## config.mk

```make
export PLATFORM = sky130hd
export DESIGN_NAME = alu_result_capture
export DESIGN_NICKNAME = d
export VERILOG_FILES = /design/src/rtl/alu_result_capture.sv
export SDC_FILE = /design/constraint.sdc
export NUM_CORES = 1
export LEC_CHECK = 0
export BUFFER_PORTS_ARGS = -buffer_cell sky130_fd_sc_hd__buf_2
export CORE_MARGIN = 3
export CORE_UTILIZATION = 40
export DETAILED_ROUTE_END_ITERATION = 10
export GPL_TIMING_DRIVEN = 0
export PLACE_DENSITY = 0.65
export SLEW_MARGIN = 20
export SYNTH_ARGS = -nofsm -noshare
export SYNTH_HDL_FRONTEND = slang
export SYNTH_SLANG_ARGS = --single-unit
```

## constraint.sdc

```tcl
create_clock -name clk -period 1.7 [get_ports clk]
set_input_delay 0.34 -clock clk [delete_from_list [all_inputs] [get_ports clk]]
set_output_delay 0.34 -clock clk [all_outputs]
set_load 0.01 [all_outputs]
```

## src/rtl/alu_result_capture.sv

```systemverilog
// Registered capture stage for ALU results: 2-entry skid FIFO toward writeback,
// architectural NZCV register and condition-code evaluation on the registered flags.
module alu_result_capture #(
  parameter int DATA_W = 40,
  parameter int TAG_W  = 5
) (
  input  logic              clk,
  input  logic              rst_n,
  input  logic [DATA_W-1:0] dataInResult,
  input  logic              controlInAluZ,
  input  logic              controlInAluC,
  input  logic              controlInAluV,
  input  logic              controlInAluN,
  input  logic              controlInValid,
  input  logic              controlInFlagWrite,
  input  logic [TAG_W-1:0]  controlInDest,
  input  logic              controlInFlush,
  input  logic [3:0]        controlInCond,
  input  logic              controlInWbReady,
  output logic              controlOutStall,
  output logic [DATA_W-1:0] dataOutResult,
  output logic [TAG_W-1:0]  dataOutDest,
  output logic              controlOutValid,
  output logic [3:0]        dataOutFlags,
  output logic              controlOutCondTrue
);

  logic [DATA_W-1:0] res_q  [2];
  logic [DATA_W-1:0] res_d  [2];
  logic [TAG_W-1:0]  dest_q [2];
  logic [TAG_W-1:0]  dest_d [2];
  logic              rd_ptr_q, rd_ptr_d;
  logic              wr_ptr_q, wr_ptr_d;
  logic [1:0]        count_q, count_d;
  logic [3:0]        flags_q, flags_d;
  logic              push, pop;

  // Flags are packed {N,Z,C,V}.
  function automatic logic cond_eval(input logic [3:0] cond, input logic [3:0] f);
    logic n, z, c, v;
    {n, z, c, v} = f;
    case (cond)
      4'd0:    cond_eval = z;
      4'd1:    cond_eval = ~z;
      4'd2:    cond_eval = c;
      4'd3:    cond_eval = ~c;
      4'd4:    cond_eval = n;
      4'd5:    cond_eval = ~n;
      4'd6:    cond_eval = v;
      4'd7:    cond_eval = ~v;
      4'd8:    cond_eval = c & ~z;
      4'd9:    cond_eval = ~c | z;
      4'd10:   cond_eval = (n == v);
      4'd11:   cond_eval = (n != v);
      4'd12:   cond_eval = ~z & (n == v);
      4'd13:   cond_eval = z | (n != v);
      4'd14:   cond_eval = 1'b1;
      default: cond_eval = 1'b0;
    endcase
  endfunction

  assign controlOutValid    = (count_q != 2'd0);
  assign controlOutStall    = (count_q == 2'd2);
  assign dataOutResult      = res_q[rd_ptr_q];
  assign dataOutDest        = dest_q[rd_ptr_q];
  assign dataOutFlags       = flags_q;
  assign controlOutCondTrue = cond_eval(controlInCond, flags_q);

  assign push = controlInValid & ~controlOutStall;
  assign pop  = controlOutValid & controlInWbReady;

  always_comb begin
    res_d    = res_q;
    dest_d   = dest_q;
    rd_ptr_d = rd_ptr_q;
    wr_ptr_d = wr_ptr_q;
    count_d  = count_q;
    flags_d  = flags_q;
    // Flush wins over everything, including the flag write of a same-cycle push.
    if (controlInFlush) begin
      rd_ptr_d = 1'b0;
      wr_ptr_d = 1'b0;
      count_d  = 2'd0;
    end else begin
      if (push) begin
        res_d[wr_ptr_q]  = dataInResult;
        dest_d[wr_ptr_q] = controlInDest;
        wr_ptr_d         = ~wr_ptr_q;
        if (controlInFlagWrite)
          flags_d = {controlInAluN, controlInAluZ, controlInAluC, controlInAluV};
      end
      if (pop)
        rd_ptr_d = ~rd_ptr_q;
      case ({push, pop})
        2'b10:   count_d = count_q + 2'd1;
        2'b01:   count_d = count_q - 2'd1;
        default: count_d = count_q;
      endcase
    end
  end

  always_ff @(posedge clk or negedge rst_n) begin
    if (!rst_n) begin
      for (int i = 0; i < 2; i++) begin
        res_q[i]  <= '0;
        dest_q[i] <= '0;
      end
      rd_ptr_q <= 1'b0;
      wr_ptr_q <= 1'b0;
      count_q  <= 2'd0;
      flags_q  <= 4'b0000;
    end else begin
      res_q    <= res_d;
      dest_q   <= dest_d;
      rd_ptr_q <= rd_ptr_d;
      wr_ptr_q <= wr_ptr_d;
      count_q  <= count_d;
      flags_q  <= flags_d;
    end
  end

endmodule

```

==> impl.org, run 1 <==
** Clock tree
- Buffer cell driving the clock tree root :: sky130_fd_sc_hd__clkbuf_16
- The H-tree was split into 3 levels.
- TritonCTS built the clock tree.
- Clock tree synthesis found a total of 98 sinks.
- Buffers inserted during clock tree synthesis total 9.
- At the later pin of the worst-skew pair, clock insertion delay measures 0.34 ns.
- Bufs on Longest Clock Path :: 2
- Clock slew seen by the registers of the worst setup and hold paths :: 0.06 ns

** Finish
- Net count, final :: 513
- In the final layout, the share of cells above drive strength 1 is 0.693.
- Multi-input combinational cell area :: 2200 µm²
- Antenna diode instance count :: 0
- The area growth from synthesis to layout is 46.6%.
- Final-layout fill cell count :: 839
- In the final layout, flip-flops and latches occupy 2460 µm².

** Drt
- The detailed router placed 3,020 vias in this run.
- Number of nets still failing antenna checks after routing :: 0
- In the final routed layout, each cell accounts on average for 17.7 µm.
- Vias per inst :: 5.04
- Initial drt markers :: 136
- The routed design has 10,600 µm of wire.
- DRC errors left :: 0
- The first detailed-routing pass took 4 iterations.

** Power
- Power spread over the standard cell area amounts to 1250 nW/µm².
- Leakage :: 3.14 nW
- VDD sags by at most 948 µV.

** Floorplanning
- Floorplan row count :: 38
- Initial Util :: 0.415
- Count of boundary I/O pins :: 111
- Die Span Y :: 113 µm
- Area of the core :: 11,000 µm²
- Area of the die :: 12,700 µm²
- Die span in x :: 113 µm

** Placement
- Timing analysis after detailed placement gives a worst setup slack of -0.295 ns.
- HPWL after detailed placement :: 6410 µm
- Port buffering added 109 buffers.
- Last weighted congestion value of the routability-driven placer :: 0.747

** Timing
- Transition time of the tightest slew-check pin :: 0.408 ns
- The worst pin sits at a relative slew slack of 0.728.
- The final-report hold violation count was 0.
- In the post-route analysis, the smallest setup slack over all paths is -0.404 ns.
- Final cycle utilization of the critical path :: 1.24
- Setup violations remaining at the end of the flow were counted as 51.
- RSZ-0062 raised after global routing :: true
- Setup skew after layout :: 0.00674 ns
- Max-slew violation count :: 0
- Final critical delay including setup and external delays :: 2.10 ns
- Adding up every negative setup slack in the final design gives -6.91 ns.
- Achievable Freq :: 475 MHz

** Global routing
- Entering global routing, the biggest net connects 83 pins.
- The via count of the first global-routing pass is 3,369.
- After global routing the overflow that remains totals 0.
- Global-route total usage across every layer :: 0.178
- The first global-routing pass estimated 17,800 µm of wire.
- The initial antenna violation count came to 0.

** Setup path
- Worst Path Max Fanout :: 4
- The number of buffers and inverters on the critical path is 1.
- Critical Setup Path Class :: flip-flop to output pin
- The worst setup path is captured at an output pin.
- In this design, the largest share of critical-path delay is due to compound AO/OA/AOI/OAI gates.
- Required time of the critical path :: 1.36 ns
- CP max stage delay :: 0.43 ns
- Traced cell by cell, the critical path runs through mux2_4 > a211oi_2 > o221ai_1 > a211o_1 > buf_2.
- STA puts the critical path data arrival time at 1.76 ns.
- Among all stages on the critical path, the largest delay is contributed by sky130_fd_sc_hd__dfrtp_2.
- Critical path launch point type :: flip-flop

** Synth
- Synthesized Nets :: 363
- After synthesis the cells add up to 4560 µm².
- Sequential-to-total area share from yosys stat :: 0.538
- Number of library cell types mapped by synthesis :: 34
- A synthesized cell averages 15.0 µm².
- Yosys reg bits :: 98
- Post-synthesis cell count :: 304
- During synthesis, Yosys emitted a total of 0 warnings.

** Run
- Maximum capacitance violations :: 0

** Run status
- The run finished, with violations left.
- Violations in the final reports :: setup timing

** Min path
- The tightest min-delay check is of the primary input to flip-flop type.
[timing repair]
action                                  CTS  global route
hold buffers                              1             0
pin swaps                                 1             1
endpoints found under the setup margin   86            89
cloned                                    8             0
resized for setup                       141            20
hold endpoints to repair                 16             0
buffers inserted                         27             1
[placed cells by master (no fill, tap or decap), drive strengths merged, types with 2 or more instances in the layout]
cell and n:
buf 153, xnor2 2, clkbuf 10, mux2 140, nand3 2, a21oi 4, dfrtp 98, nand2b 2
bufinv 2, nand2 5, nor2b 3, clkinv 2, nor3b 3, nor2 6, inv 6, a211oi 2
o21ai 4
[worst paths after layout]
check | start | slack (ns) | end | cells after the start
setup / recovery | dataOutFlags[3] | -0.40 | controlOutCondTrue | 5
max in group asynchronous | rst_n | 0.66 | dataOutFlags[2] | 3
setup reg to reg | count_q[1] | -0.04 | res_q[48] | 8
min in group asynchronous | rst_n | 0.39 | dest_q[0] | 2
hold / removal | controlInAluV | 0.23 | dataOutFlags[0] | 2
hold reg to reg | res_q[20] | 0.50 | res_q[20] | 1
[synthesized netlist by cell type, drive strengths merged]
master / number / share of area
a211o: 1 / 0.0019
a211oi: 2 / 0.0033
a21oi: 4 / 0.0044
a22oi: 1 / 0.0016
a311oi: 1 / 0.0019
and2: 1 / 0.0014
and2b: 1 / 0.0019
buf: 14 / 0.037
clkbuf: 1 / 0.00082
dfrtp: 98 / 0.54
inv: 5 / 0.0041
mux2: 140 / 0.35
mux2i: 1 / 0.0022
nand2: 5 / 0.0047
nand2b: 2 / 0.0027
nand3: 2 / 0.0022
nand4: 1 / 0.0014
nor2: 6 / 0.0049
nor2b: 3 / 0.0074
nor3b: 3 / 0.0074
o21a: 1 / 0.0016
o21ai: 4 / 0.0044
o221ai: 1 / 0.0019
o31a: 1 / 0.0019
o32a: 1 / 0.0022
or3: 1 / 0.0014
xnor2: 2 / 0.0038
xor2: 1 / 0.0019
[state kept, by name, indices dropped and copies added (netlist names)]
signal	count
dest_q	10
rd_ptr_q	1
wr_ptr_q	1
res_q	80
count_q	2
dataOutFlags	4
[report_power, final]
part	leakage (nW)	switching, mW	internal [mW]	total, mW
registers	1.16	0.365	2.97	3.34
clock network	0.153	0.882	1.30	2.18
logic	1.83	0.936	1.89	2.83
[worst register-to-register path, cell delays in order, from the launching register on]
cell	delay [ns]
sky130_fd_sc_hd__dfrtp_1	0.39
sky130_fd_sc_hd__nor2b_4	0.14
sky130_fd_sc_hd__nor3b_4	0.18
sky130_fd_sc_hd__nor2b_4	0.19
sky130_fd_sc_hd__buf_12	0.13
sky130_fd_sc_hd__buf_12	0.10
sky130_fd_sc_hd__buf_8	0.10
sky130_fd_sc_hd__buf_12	0.11
sky130_fd_sc_hd__mux2_4	0.29
[stage by stage]
step	util	hold WS [ns]	total power, mW	cell area, µm²	std cells
floorplan	-	0.0444	4.54	4560	304
global placement	0.481	0.481	5.13	5290	553
detailed placement	0.484	0.185	5.23	5320	554
CTS	0.616	0.214	8.39	6770	605
global route	0.608	0.220	8.79	6680	599
finish	0.608	0.226	8.34	6680	599
[layer usage]
metal,track usage,part of all wire
met5,0,0
met2,0.287,0.51
met4,0.0529,0.017
met3,0.0583,0.053
met1,0.229,0.42
[layout make-up]
| cell class | instances | area share |
|---|---|---|
| Buffer | 12 | 0.0266 |
| Sequential cell | 98 | 0.368 |
| Inverter | 5 | 0.00281 |
| Clock buffer | 10 | 0.0343 |
| Clock inverter | 6 | 0.0135 |
| Multi-Input combinational cell | 186 | 0.330 |
| Timing Repair Buffer | 142 | 0.199 |
| Tap cell | 140 | 0.0262 |
[cell families after synthesis]
family                    after synthesis  synth area share
AOI/OAI and AO/OA                      17            0.0253
xor gates and xnor gates                3           0.00577
buffers and inverters                  20            0.0423
DFF                                    98             0.538
muxes                                 141             0.353
and+or+nand+nor                        25            0.0354
Power figures use the tool's default switching activity.
==> run 2: changes to the inputs <==
--- a/config.mk
+++ b/config.mk
@@ -5,12 +5,14 @@
 export SDC_FILE = /design/constraint.sdc
 export NUM_CORES = 1
 export LEC_CHECK = 0
-export BUFFER_PORTS_ARGS = -buffer_cell sky130_fd_sc_hd__buf_2
+export CELL_PAD_IN_SITES_DETAIL_PLACEMENT = 0
+export CELL_PAD_IN_SITES_GLOBAL_PLACEMENT = 1
 export CORE_MARGIN = 3
 export CORE_UTILIZATION = 40
 export DETAILED_ROUTE_END_ITERATION = 10
+export DONT_BUFFER_PORTS = 1
 export GPL_TIMING_DRIVEN = 0
-export PLACE_DENSITY = 0.65
+export PLACE_DENSITY = 0.71
 export SLEW_MARGIN = 20
 export SYNTH_ARGS = -nofsm -noshare
 export SYNTH_HDL_FRONTEND = slang
==> run 2 against run 1 <==
Non-clock buffer count decreased by 119. Flip-flop and latch count did not move. Register-to-register slack about the same. Core utilization is 7.9 points lower. Largest cell class unchanged. Total power down 9.4%. Largest power group unchanged. Maximum frequency increased by 2.4%. Cell count down 20%. Worst setup slack improved by 0.048 ns. Critical path depth is 1 lower. Global-route usage down 1.0 points. The flow finishes with violations (hold timing, setup timing).
==> impl.org, run 2 (synthesized netlist as in run 1, its figures left out) <==
** Placement
- During placement, the flow inserted port buffers numbering 0.
- Last weighted congestion value of the routability-driven placer :: 0.803
- Detailed placement finished with a half-perimeter wire length of 6180 µm.
- Placed Instance Area :: 4740 µm²

** Timing
- Setup violations remaining at the end of the flow were counted as 74.
- Setup repair after global routing could not meet its margin everywhere.
- Of the available clock period, the critical path in the final layout requires 1.21.
- Final number of hold-violating endpoints :: 98
- Once routing completed, OpenROAD measured the worst setup slack at -0.356 ns.
- Counting I/O delays and the setup requirement, the final critical path takes 2.06 ns.
- Setup skew after layout :: 0.00492 ns
- In this run the tightest slew margin relative to its limit is 0.800.
- Final hold slack :: -0.307 ns
- At the pin with the least slew margin, the transition time is 0.300 ns.
- Achievable Freq :: 486 MHz
- Max-slew violation count :: 0

** Floorplanning
- Area of the core :: 11,000 µm²
- Count of boundary I/O pins :: 111
- For this configuration, the core starts out at a cell density of 0.415.
- The floorplan step set the die height to 113 µm.
- Floorplan row count :: 38
- The die covers 12,700 µm².
- Die span in x :: 113 µm

** Finish
- FF/Latch Area :: 2460 µm²
- In the layout the commonest cells are sky130_fd_sc_hd__dfrtp_1 (94), sky130_fd_sc_hd__mux2_4 (90), sky130_fd_sc_hd__mux2_2 (50).
- Register name with the most flops :: res_q
- Relative to the synthesized area, the layout overhead comes to 27.6%.
- Final-layout fill cell count :: 917
- 0 antenna diodes ended up in the layout.
- The register with the most flip-flops in the layout has 80 of them.
- In the final layout, the share of cells above drive strength 1 is 0.587.
- Net count, final :: 394
- Most common library cell in the layout ignoring fill and taps :: sky130_fd_sc_hd__dfrtp_1
- Multi-input combinational cell area :: 2250 µm²
- Finished Core Util :: 0.529
- The finished cells cover 5810 µm².

** Power
- Post-layout total power :: 7.55 mW
- The worst-case IR drop observed on VDD is 642 µV.
- For this design the static power due to leakage is 2.59 nW.
- Power spread over the standard cell area amounts to 1300 nW/µm².

** Run status
- Violations in the final reports :: hold timing, setup timing
- The run finished, with violations left.

** Clock tree
- At the later pin of the worst-skew pair, clock insertion delay measures 0.34 ns.
- TritonCTS created 9 clock buffers.
- Clock slew seen by the registers of the worst setup and hold paths :: 0.07 ns
- The clock drives 98 sinks.
- Bufs on Longest Clock Path :: 2
- Buffer cell driving the clock tree root :: sky130_fd_sc_hd__clkbuf_16
- CTS tree :: yes
- The H-tree generated during clock tree synthesis spans 3 levels.

** Drt
- Post-DR wirelength/cell :: 20.9 µm
- Dividing the detail-routed via count by the number of cells gives 5.30.
- The detailed router placed 2,541 vias in this run.
- Detailed Route WL :: 10,000 µm
- DRC errors left :: 0
- For this block, the initial DRC count from the detailed router was 112.
- The count of nets left with antenna violations once routing finished came out at 0.
- For this run, the detailed router's first-pass iteration total came to 4.

** Run
- Max-cap violations in this run came to 0.

** Global routing
- Via count of the first global-routing pass :: 2,925
- Global-route total usage across every layer :: 0.167
- Global-route wire length before repair :: 16,500 µm
- The initial antenna violation count was 0.
- Global routing finished with a remaining overflow of 0.
- Entering global routing, the biggest net connects 99 pins.

** Setup path
- Along the worst path, the maximum fanout reaches 7.
- Path depth of the worst reg2reg path :: 7
- The worst setup path is launched from a flip-flop.
- Data on the critical path is required at its endpoint by 1.36 ns.
- The setup path with the least slack is of type flip-flop to output pin.
- Critical path capture point type :: output pin
- Arrival @ worst endpoint :: 1.72 ns

** Min path
- In this run the worst hold path is classified as primary input to asynchronous set/reset pin.
run 2: cell types whose count changed in the layout (fill, tap and decap cells not counted), moves of 4 or more:
cell                     change
sky130_fd_sc_hd__mux2_4      +9
sky130_fd_sc_hd__buf_6      -51
sky130_fd_sc_hd__buf_2      -63
sky130_fd_sc_hd__buf_4       -4
sky130_fd_sc_hd__mux2_2      -9
run 2: final cells by class:
| cell class | instances | area share |
|---|---|---|
| well taps | 140 | 0.0301 |
| plain buffers | 13 | 0.0379 |
| multi-input cells | 186 | 0.388 |
| clock inverters | 2 | 0.0103 |
| flip-flops and latches | 98 | 0.423 |
| clock buffers | 13 | 0.0448 |
| inverters | 5 | 0.00323 |
| repair buffers | 22 | 0.0635 |
run 2: worst paths after layout:
| kind | start | to | slack, ns |
|---|---|---|---|
| max | dataOutFlags[2] | controlOutCondTrue | -0.36 |
| min reg2reg | res_q[17] | res_q[17] | 0.50 |
| min | rst_n | dest_q[5] | -0.31 |
| max in group asynchronous | rst_n | res_q[18] | 1.88 |
| max reg2reg | count_q[1] | res_q[67] | -0.04 |
| min in group clk | controlInFlush | count_q[0] | 0.06 |
run 2: worst max-delay path, stage by stage (launching register included):
cell and delay [ns]:
sky130_fd_sc_hd__dfrtp_2 0.47, sky130_fd_sc_hd__mux2_4 0.29, sky130_fd_sc_hd__a211oi_2 0.18, sky130_fd_sc_hd__o221ai_1 0.12, sky130_fd_sc_hd__a211o_1 0.32
run 2: per-stage QoR:
step           cells  hold WS (ns)  setup slack (ns)  setup TNS (ns)
2_1_floorplan    304        0.0444           0.00837               0
3_5_place_dp     444        0.0471            -0.321          -13.58
4_1_cts          482        -0.322            -0.371           -6.40
3_3_place_gp     444        0.0467            -0.265          -11.01
5_1_grt          479        -0.333            -0.435           -6.64
6_report         479        -0.307            -0.356           -2.86
run 2: per-layer routing:
metal / global-route usage / up-vias / wire [µm]
met5: 0 / - / 0
met4: 0.0529 / 0 / 125
met3: 0.0572 / 8 / 729
met2: 0.271 / 71 / 4980
met1: 0.212 / 1309 / 4190
li1: - / 1153 / -
run 2: timing repair:
| action | 4_1_cts | 5_1_grt |
|---|---|---|
| endpoints found under the hold margin | 98 | 98 |
| setup endpoints to repair | 87 | 130 |
| pin swaps | 1 | 1 |
| gates resized for setup | 107 | 20 |
| gates cloned | 8 | 1 |
| setup buffers | 16 | 2 |
run 2: report_power, final:
| part | leakage (nW) | internal [mW] | total, mW | switching (mW) |
|---|---|---|---|---|
| Sequential | 1.16 | 2.97 | 3.35 | 0.380 |
| Combinational | 1.27 | 1.32 | 2.02 | 0.699 |
| Clock | 0.156 | 1.36 | 2.18 | 0.818 |
| Total | 2.59 | 5.66 | 7.55 | 1.90 |
